===== src/rtl/fetch_pkg.sv =====
// Shared types and constants for the instruction fetch unit.
package fetch_pkg;

  localparam int          WORD_W  = 32;
  localparam logic [31:0] PC_STEP = 32'd4;
  localparam int          QDEPTH  = 2;

  typedef enum logic [1:0] {
    IDLE,
    REQ,
    HOLD,
    DROP
  } state_t;

  typedef struct packed {
    logic [WORD_W-1:0] pc;
    logic [WORD_W-1:0] inst;
  } fetch_entry_t;

endpackage


===== src/rtl/fetch_fifo.sv =====
// Two-entry {PC, instruction} queue with flush; the head entry is held in
// its own register so decode sees a stable, registered output.
import fetch_pkg::*;

module fetch_fifo (
  input  logic         i_clk,
  input  logic         i_rst,
  input  logic         i_push,
  input  logic         i_pop,
  input  logic         i_flush,
  input  fetch_entry_t i_data,
  output fetch_entry_t o_head,
  output logic [1:0]   o_count
);

  localparam logic [1:0] Q_FULL = 2'(QDEPTH);

  fetch_entry_t r_head;
  fetch_entry_t r_tail;
  logic [1:0]   r_count;
  logic         w_pop;
  logic         w_push;

  assign w_pop  = i_pop && (r_count != 2'd0);
  assign w_push = i_push && ((r_count != Q_FULL) || w_pop);

  // NOTE: only two entries, so the storage is reset like any other register;
  // this keeps the head output at zero out of reset.
  always_ff @(posedge i_clk or posedge i_rst) begin
    if (i_rst) begin
      r_head  <= '0;
      r_tail  <= '0;
      r_count <= 2'd0;
    end else if (i_flush) begin
      r_head  <= '0;
      r_count <= 2'd0;
    end else begin
      // NOTE: non-blocking assignments let head take the old tail while tail
      // takes the new word in the same edge.
      unique case ({w_push, w_pop})
        2'b10: begin
          if (r_count == 2'd0) r_head <= i_data;
          else                 r_tail <= i_data;
          r_count <= r_count + 2'd1;
        end
        2'b01: begin
          if (r_count == Q_FULL) r_head <= r_tail;
          r_count <= r_count - 2'd1;
        end
        2'b11: begin
          if (r_count == 2'd1) begin
            r_head <= i_data;
          end else begin
            r_head <= r_tail;
            r_tail <= i_data;
          end
        end
        default: ;
      endcase
    end
  end

  assign o_head  = r_head;
  assign o_count = r_count;

endmodule


===== src/rtl/instr_fetch.sv =====
// Instruction fetch: walks the PC, keeps one memory request in flight and
// queues returned words for decode; a redirect flushes and restarts fetch.
import fetch_pkg::*;

module instr_fetch #(
  parameter logic [WORD_W-1:0] RESET_PC = 32'h0000_0000
) (
  input  logic              Clock,
  input  logic              Reset,
  output logic              MemReq,
  output logic [WORD_W-1:0] MemAddr,
  input  logic              MemAck,
  input  logic [WORD_W-1:0] MemData,
  input  logic              Redirect,
  input  logic [WORD_W-1:0] RedirectPC,
  output logic              InstValid,
  output logic [WORD_W-1:0] Inst,
  output logic [WORD_W-1:0] InstPC,
  input  logic              InstReady
);

  localparam logic [1:0] Q_FULL = 2'(QDEPTH);

  state_t            r_state;
  state_t            w_state_next;
  logic [WORD_W-1:0] r_fetch_pc;
  logic [WORD_W-1:0] w_fetch_pc_next;
  logic [WORD_W-1:0] r_drop_addr;
  logic [WORD_W-1:0] w_drop_addr_next;
  logic              w_push;
  logic              w_pop;
  logic [1:0]        w_count;
  logic [1:0]        w_count_after_push;
  fetch_entry_t      w_head;
  fetch_entry_t      w_push_data;

  assign w_pop              = InstValid && InstReady;
  assign w_count_after_push = w_pop ? w_count : w_count + 2'd1;
  assign w_push_data        = '{pc: r_fetch_pc, inst: MemData};

  fetch_fifo u_fifo (
    .i_clk   (Clock),
    .i_rst   (Reset),
    .i_push  (w_push),
    .i_pop   (w_pop),
    .i_flush (Redirect),
    .i_data  (w_push_data),
    .o_head  (w_head),
    .o_count (w_count)
  );

  always_ff @(posedge Clock or posedge Reset) begin
    if (Reset) begin
      r_state     <= IDLE;
      r_fetch_pc  <= RESET_PC;
      r_drop_addr <= RESET_PC;
    end else begin
      r_state     <= w_state_next;
      r_fetch_pc  <= w_fetch_pc_next;
      r_drop_addr <= w_drop_addr_next;
    end
  end

  // NOTE: every output of this block gets a default first, so no path can
  // leave one unassigned and infer a latch.
  always_comb begin
    w_state_next     = r_state;
    w_fetch_pc_next  = r_fetch_pc;
    w_drop_addr_next = r_drop_addr;
    w_push           = 1'b0;

    unique case (r_state)
      IDLE: begin
        if (Redirect) w_fetch_pc_next = RedirectPC;
        w_state_next = REQ;
      end
      REQ: begin
        if (Redirect) begin
          w_fetch_pc_next = RedirectPC;
          if (MemAck) begin
            w_state_next = REQ;
          end else begin
            // Memory keeps seeing the old address until it answers.
            w_state_next     = DROP;
            w_drop_addr_next = r_fetch_pc;
          end
        end else if (MemAck) begin
          w_push          = 1'b1;
          w_fetch_pc_next = r_fetch_pc + PC_STEP;
          w_state_next    = (w_count_after_push == Q_FULL) ? HOLD : REQ;
        end
      end
      HOLD: begin
        if (Redirect) begin
          w_fetch_pc_next = RedirectPC;
          w_state_next    = REQ;
        end else if (w_pop) begin
          w_state_next = REQ;
        end
      end
      DROP: begin
        if (Redirect) w_fetch_pc_next = RedirectPC;
        if (MemAck)   w_state_next    = REQ;
      end
      default: w_state_next = IDLE;
    endcase
  end

  assign MemReq    = (r_state == REQ) || (r_state == DROP);
  assign MemAddr   = (r_state == DROP) ? r_drop_addr : r_fetch_pc;
  assign InstValid = (w_count != 2'd0);
  assign Inst      = w_head.inst;
  assign InstPC    = w_head.pc;

endmodule

===== config.mk =====
export PLATFORM = sky130hd
export DESIGN_NAME = instr_fetch
export DESIGN_NICKNAME = d
export VERILOG_FILES = /design/src/rtl/fetch_pkg.sv /design/src/rtl/fetch_fifo.sv /design/src/rtl/instr_fetch.sv
export SDC_FILE = /design/constraint.sdc
export NUM_CORES = 1
export LEC_CHECK = 0
export ABC_AREA = 0
export CAP_MARGIN = 10
export CORE_ASPECT_RATIO = 1.5
export CORE_MARGIN = 4
export CORE_UTILIZATION = 30
export CTS_BUF_LIST = sky130_fd_sc_hd__clkbuf_4 sky130_fd_sc_hd__clkbuf_8
export DETAILED_ROUTE_END_ITERATION = 10
export PLACE_DENSITY = 0.61
export RECOVER_POWER = 25
export SLEW_MARGIN = 20
export SYNTH_ARGS = -nofsm -noshare
export SYNTH_HDL_FRONTEND = slang
export SYNTH_HIERARCHICAL = 1
export SYNTH_SLANG_ARGS = --single-unit
export TNS_END_PERCENT = 100

===== constraint.sdc =====
create_clock -name Clock -period 8.37 [get_ports Clock]
set_clock_uncertainty 0.1 [all_clocks]
set_input_delay 1.2555 -clock Clock [delete_from_list [all_inputs] [get_ports Clock]]
set_output_delay 1.2555 -clock Clock [all_outputs]
set_load 0.01 [all_outputs]

After elaboration in Yosys (flattened, before gate mapping) --
Index checks and enable logic that the tools add are counted.
Operators by class: add/subtract/negate cells 3, equality and inequality tests 18, mux-type cells 27, bitwise operators 2, reduce and logical (&&, ||, !) cells 17
Operator list (count):
- 2-to-1 mux 64 bit | 6
- one-hot mux 64 bit (3 select lines) | 1
- 2-to-1 mux 32 bit | 4
- one-hot mux 64 bit (2 select lines) | 1
- one-hot mux 32 bit (2 select lines) | 1
- adder 32 x 3 -> 32 bit, second input constant | 1
- 2-to-1 mux 2 bit | 9
- equality test 2 bit, second input constant | 6
- != test 3 x 2 -> 1 bit, second input constant | 3
- AND reduction 3 bit | 3
- != test 2 bit, second input constant | 4
- one-hot mux 2 bit (4 select lines) | 1
- equality test 2 x 1 -> 1 bit, second input constant | 3
- logical NOT 2 bit | 2
- one-hot mux 2 bit (2 select lines) | 1
- AND reduction 4 bit | 1
- nonzero test 2 bit | 2
- nonzero test 4 bit | 1
- logical AND 1 bit | 3
- 2-to-1 mux 1 bit | 3
- != test 3 bit, second input constant | 1
- nonzero test 3 bit | 1
- OR reduction 3 bit | 1
- adder 2 x 1 -> 2 bit, second input constant | 1
- other kinds (5) | 7
Storage, ports and cells: register bits 196, input bits 69, word-level logic and storage cells 75

Longest topological paths before layout --
depth in word-level cells 8, gate-level depth with buffers 10, gate-level depth less buffers 7

Modules after synthesis --
Netlist, hierarchy kept.
By module, submodules not included:
- fetch_fifo | instances 1, cells an instance 374, area each 5499.0 um^2
- instr_fetch | instances 1, cells an instance 315, area each 3489.6 um^2

Worst setup path after synthesis --
Ideal clock, no wire load.
path type input to register, start input Redirect, end register u_fifo.r_head, in the netlist u_fifo/o_head[0], arrival time 2.735 ns, data required time 8.147 ns, path slack 5.412 ns, stages on the path 10, cells stage by stage buf_2 > buf_1 > nor2_1 > buf_2 > o22ai_1 > a21oi_1 > nand2b_1 > clkbuf_1 > buf_2 > o2bb2ai_1
Between the ends: longest elaborated chain between the ends 6, elaborated cells on any way between the ends 12
Ends and longest elaborated chain:
- start, declared | line instr_fetch.sv:14 | input logic Redirect,
- 2-to-1 mux 1 bit (*) | line instr_fetch.sv:78 | if (Redirect) begin
- 2-to-1 mux 1 bit (*) | line instr_fetch.sv:72 | unique case (r_state)
- named net w_push | line instr_fetch.sv:30 | logic w_push;
- logical AND 1 bit (*) | line fetch_fifo.sv:25 | assign w_push = i_push && ((r_count != Q_FULL) || w_pop);
- equality test 2 x 1 -> 1 bit or equality test 2 bit (tied branches) | line fetch_fifo.sv:40 | unique case ({w_push, w_pop})
- != test 3 x 2 -> 1 bit (no line), or another cell as far along
- AND reduction 3 bit (no line) or 2-to-1 mux 64 bit (tied branches)
- end signal, assigned | line fetch_fifo.sv:42 | if (r_count == 2'd0) r_head <= i_data;
- end signal, assigned | line fetch_fifo.sv:47 | if (r_count == Q_FULL) r_head <= r_tail;
- end signal, assigned | line fetch_fifo.sv:52 | r_head <= i_data;
- end, declared | line fetch_fifo.sv:18 | fetch_entry_t r_head;
Mark *: on every way through the listed nets, which the timed path passes. The rest lies on a longest branch. A chain may end at the register's enable or synchronous reset.

Worst setup path in the final report --
start input Redirect, end register u_fifo.r_head, in the netlist u_fifo/o_head[20]
The elaborated chain is that of the path after synthesis.

==> metrics.txt <==
most common cell after layout, fill and taps aside=dfrtp_1; Routed Antenna Nets=0; Primary FF master, synth=dfrtp_1; CTS Sinks=196; sequential share of the synthesized area=between 50% and 60%; # port buffers=about 170; syn nets=763; CTS resizes=0; Place WS=between 4000 and 5000 ps; Final Max Slew Viols=219; post-DP HPWL=roughly 16,000 um; Rel. slew slack=-151%; vias per cell=between 4 and 5; max cap viols=3; net load switching power=around 0.74 mW; Core Region=between 20,000 and 30,000 um2; final setup margin=approximately 3000 ps; Cell Area, Synth=8990 um2; Worst setup EP type=register; share of cells above drive strength 1=approximately a fifth; Final Hold Viols=0; Worst path top cell family by delay=buffers and inverters; leakage power of the design=5.11 nW; Reg power frac=between 50% and 60%; worst path arrival time=roughly 5700 ps; Area growth, synth to finish=27.1%; cells after synthesis=just under 700; postcts setup bufs=0; Worst Hold Class=register to register; # fillers=slightly below 3,000; vias in the first global route=about 6,200; Initial DRT Pass Iterations=4; CTS Root Cell=clkbuf_8; Die Wd=about 150 um; Critical Path RT=roughly 8700 ps; Startpoint Class=primary input; row cnt=77; Period Utilization, post-route=between 60% and 70%; Int Power=1.81 mW; Period minus WS final=roughly 5400 ps; reg2reg setup slack=about 5000 ps; violated checks=capacitance limit, slew limit; initial core utilization=a little under a third; CTS Hold Bufs=0; outcome=complete, but fails checks; worst vdd ir=between 0.1 and 0.15 mV; Synth top area share=54.6%; Avg Inst Size Synth=about 13 um2; CTS Buf Count=17; cell taking the most area after synthesis=dfrtp_1; met1 Use GR=about 17%; Cell Pwr Density=223 nW/um2; met3 global-route usage=roughly 2.8%; TritonCTS clock tree=done; Clock Path Buffers=2; fmax=between 0.15 and 0.2 GHz; WP buf/inv=3; asr flop ratio synth=between 90% and 100%; Post-synth EDFFs=0; All-Layer GR Usage=approximately 14%; clock-pin slew of the registers on the worst-case setup and hold paths=about 100 ps; die height=220 um; DR WL/cell=between 15 and 20 um; die area=roughly 33,000 um2; DR iter-0 viols=265; I/O pins=about 170; routed wire length=between 20,000 and 25,000 um; setup_tns=0 ps; Yosys reg bits=a little under 200; RD Place Congestion=between 0.7 and 0.8; top post-synthesis cells by area=dfrtp_1 55%, mux2_2 15%, mux2i_1 7.5%; DRC viols=0; H-tree depth=4; Crit Path Category=primary input to register; Worst path slowest cell=clkbuf_1; busiest grt layer=met2; # nets final=910; Worst path max stage delay=2010 ps; Sw Ratio=29.0%; most frequent cells in the layout=196 x dfrtp_1, 163 x clkdlybuf4s50_1, 122 x mux2_2, 67 x mux2i_1, 64 x o2bb2ai_1; routing usage on met2=about a quarter; Clock power frac=26.5%; critical path, cell by cell=buf_2 > clkbuf_1 > nor2_1 > o22ai_1 > a21oi_1 > nor2_4 > buf_4 > o2bb2ai_1; actual slew at the worst max-slew pin=3770 ps; aggregate global routing overflow=0; largest net degree at the start of global routing=81; Worst-Skew Late Latency=slightly above 500 ps; count of cell types in the netlist=44; final setup fails=0; Via Count=between 5,000 and 6,000; first-pass GRT wire length=36,000 um; share of power burned in combinational logic=22.6%; Synthesis Warnings=6; Max FO, Critical Path=70; initial antenna violation count=2; RSZ-0062 raised after global routing=false
-- cell families after synthesis --
logic type	share of synthesized area (%)
mux	24.1
flops	54.6
simple gates	6.46
compound gates	8.48
buf+inv	2.85
xor+xnor	2.83
fa+ha+maj	0.696
-- worst reg2reg max path, delay by kind of cell (launching register included) --
kind,cells,cell delay [ps]
simple gates,3,1900
mux,1,690
flops,1,440
-- layer usage --
metal / share of wire (%) / vias to the layer above
met3: 3.6 / 29
met5: 0.030 / -
met2: 52 / 129
met1: 42 / 3000
met4: 2.5 / 2
li1: - / 2805
-- power groups by stage --
stage / sequential (mW) / clock [mW] / combinational (mW)
2_1_floorplan: 1.29 / 0 / 0.350
3_3_place_gp: 1.31 / 0 / 0.572
3_5_place_dp: 1.32 / 0 / 0.585
4_1_cts: 1.30 / 0.708 / 0.588
5_1_grt: 1.33 / 0.738 / 0.629
6_report: 1.30 / 0.675 / 0.576
-- state kept, by name (all words and copies together) (netlist names) --
signal	cells
r_state	2
u_fifo/r_tail	64
r_fetch_pc	32
u_fifo/o_head	64
u_fifo/o_count	2
r_drop_addr	32
-- path summary, 6_finish.rpt --
kind                                              start  depth (start not counted)                       endpoint
max reg2reg                      r_state[1]$_DFFE_PP0P_                          4  u_fifo/r_tail[62]$_DFFE_PP0P_
min                        u_fifo/o_head[1]$_DFFE_PP0P_                          1   u_fifo/o_head[1]$_DFFE_PP0P_
max in group asynchronous                         Reset                          3    r_drop_addr[21]$_DFFE_PP0P_
max                                            Redirect                          8  u_fifo/o_head[20]$_DFFE_PP0P_
min in group asynchronous                         Reset                          2  u_fifo/o_head[30]$_DFFE_PP0P_
min reg2reg                u_fifo/o_head[1]$_DFFE_PP0P_                          1   u_fifo/o_head[1]$_DFFE_PP0P_
-- Yosys cell counts, drive strengths merged, types with 7 or more instances --
library cell and number:
mux2i 67, xnor2 10, o2bb2ai 64, inv 10, o21ai 29, clkbuf 9
xor2 19, nand3 12, nand4 9, dfrtp 196, mux2 133, nor4 7
nor2 11, buf 35, nand2 42
-- area by class of cell --
type / instances / area, um2 / area share, %
Antenna cell: 1 / 2.50 / 0.0219
Clock buffer: 17 / 234 / 2.05
Clock inverter: 15 / 195 / 1.71
Inverter: 10 / 38.8 / 0.340
Multi-Input combinational cell: 439 / 3840 / 33.6
Sequential cell: 196 / 4900 / 42.9
Tap cell: 395 / 494 / 4.33
Timing Repair Buffer: 172 / 1710 / 15.0
-- per-stage QoR --
step | util (%) | cells | area, um2 | hold WS (ps) | power [mW]
final | 38.8 | 1245 | 11400 | 392 | 2.55
after global placement | 37.3 | 1211 | 11000 | 372 | 1.88
after global routing | 38.8 | 1245 | 11400 | 408 | 2.70
after CTS | 38.7 | 1243 | 11400 | 401 | 2.60
after detailed placement | 37.3 | 1211 | 11000 | 373 | 1.90
after floorplan | - | 689 | 8990 | 364 | 1.64
No activity file was read; power rests on OpenSTA's default activity.
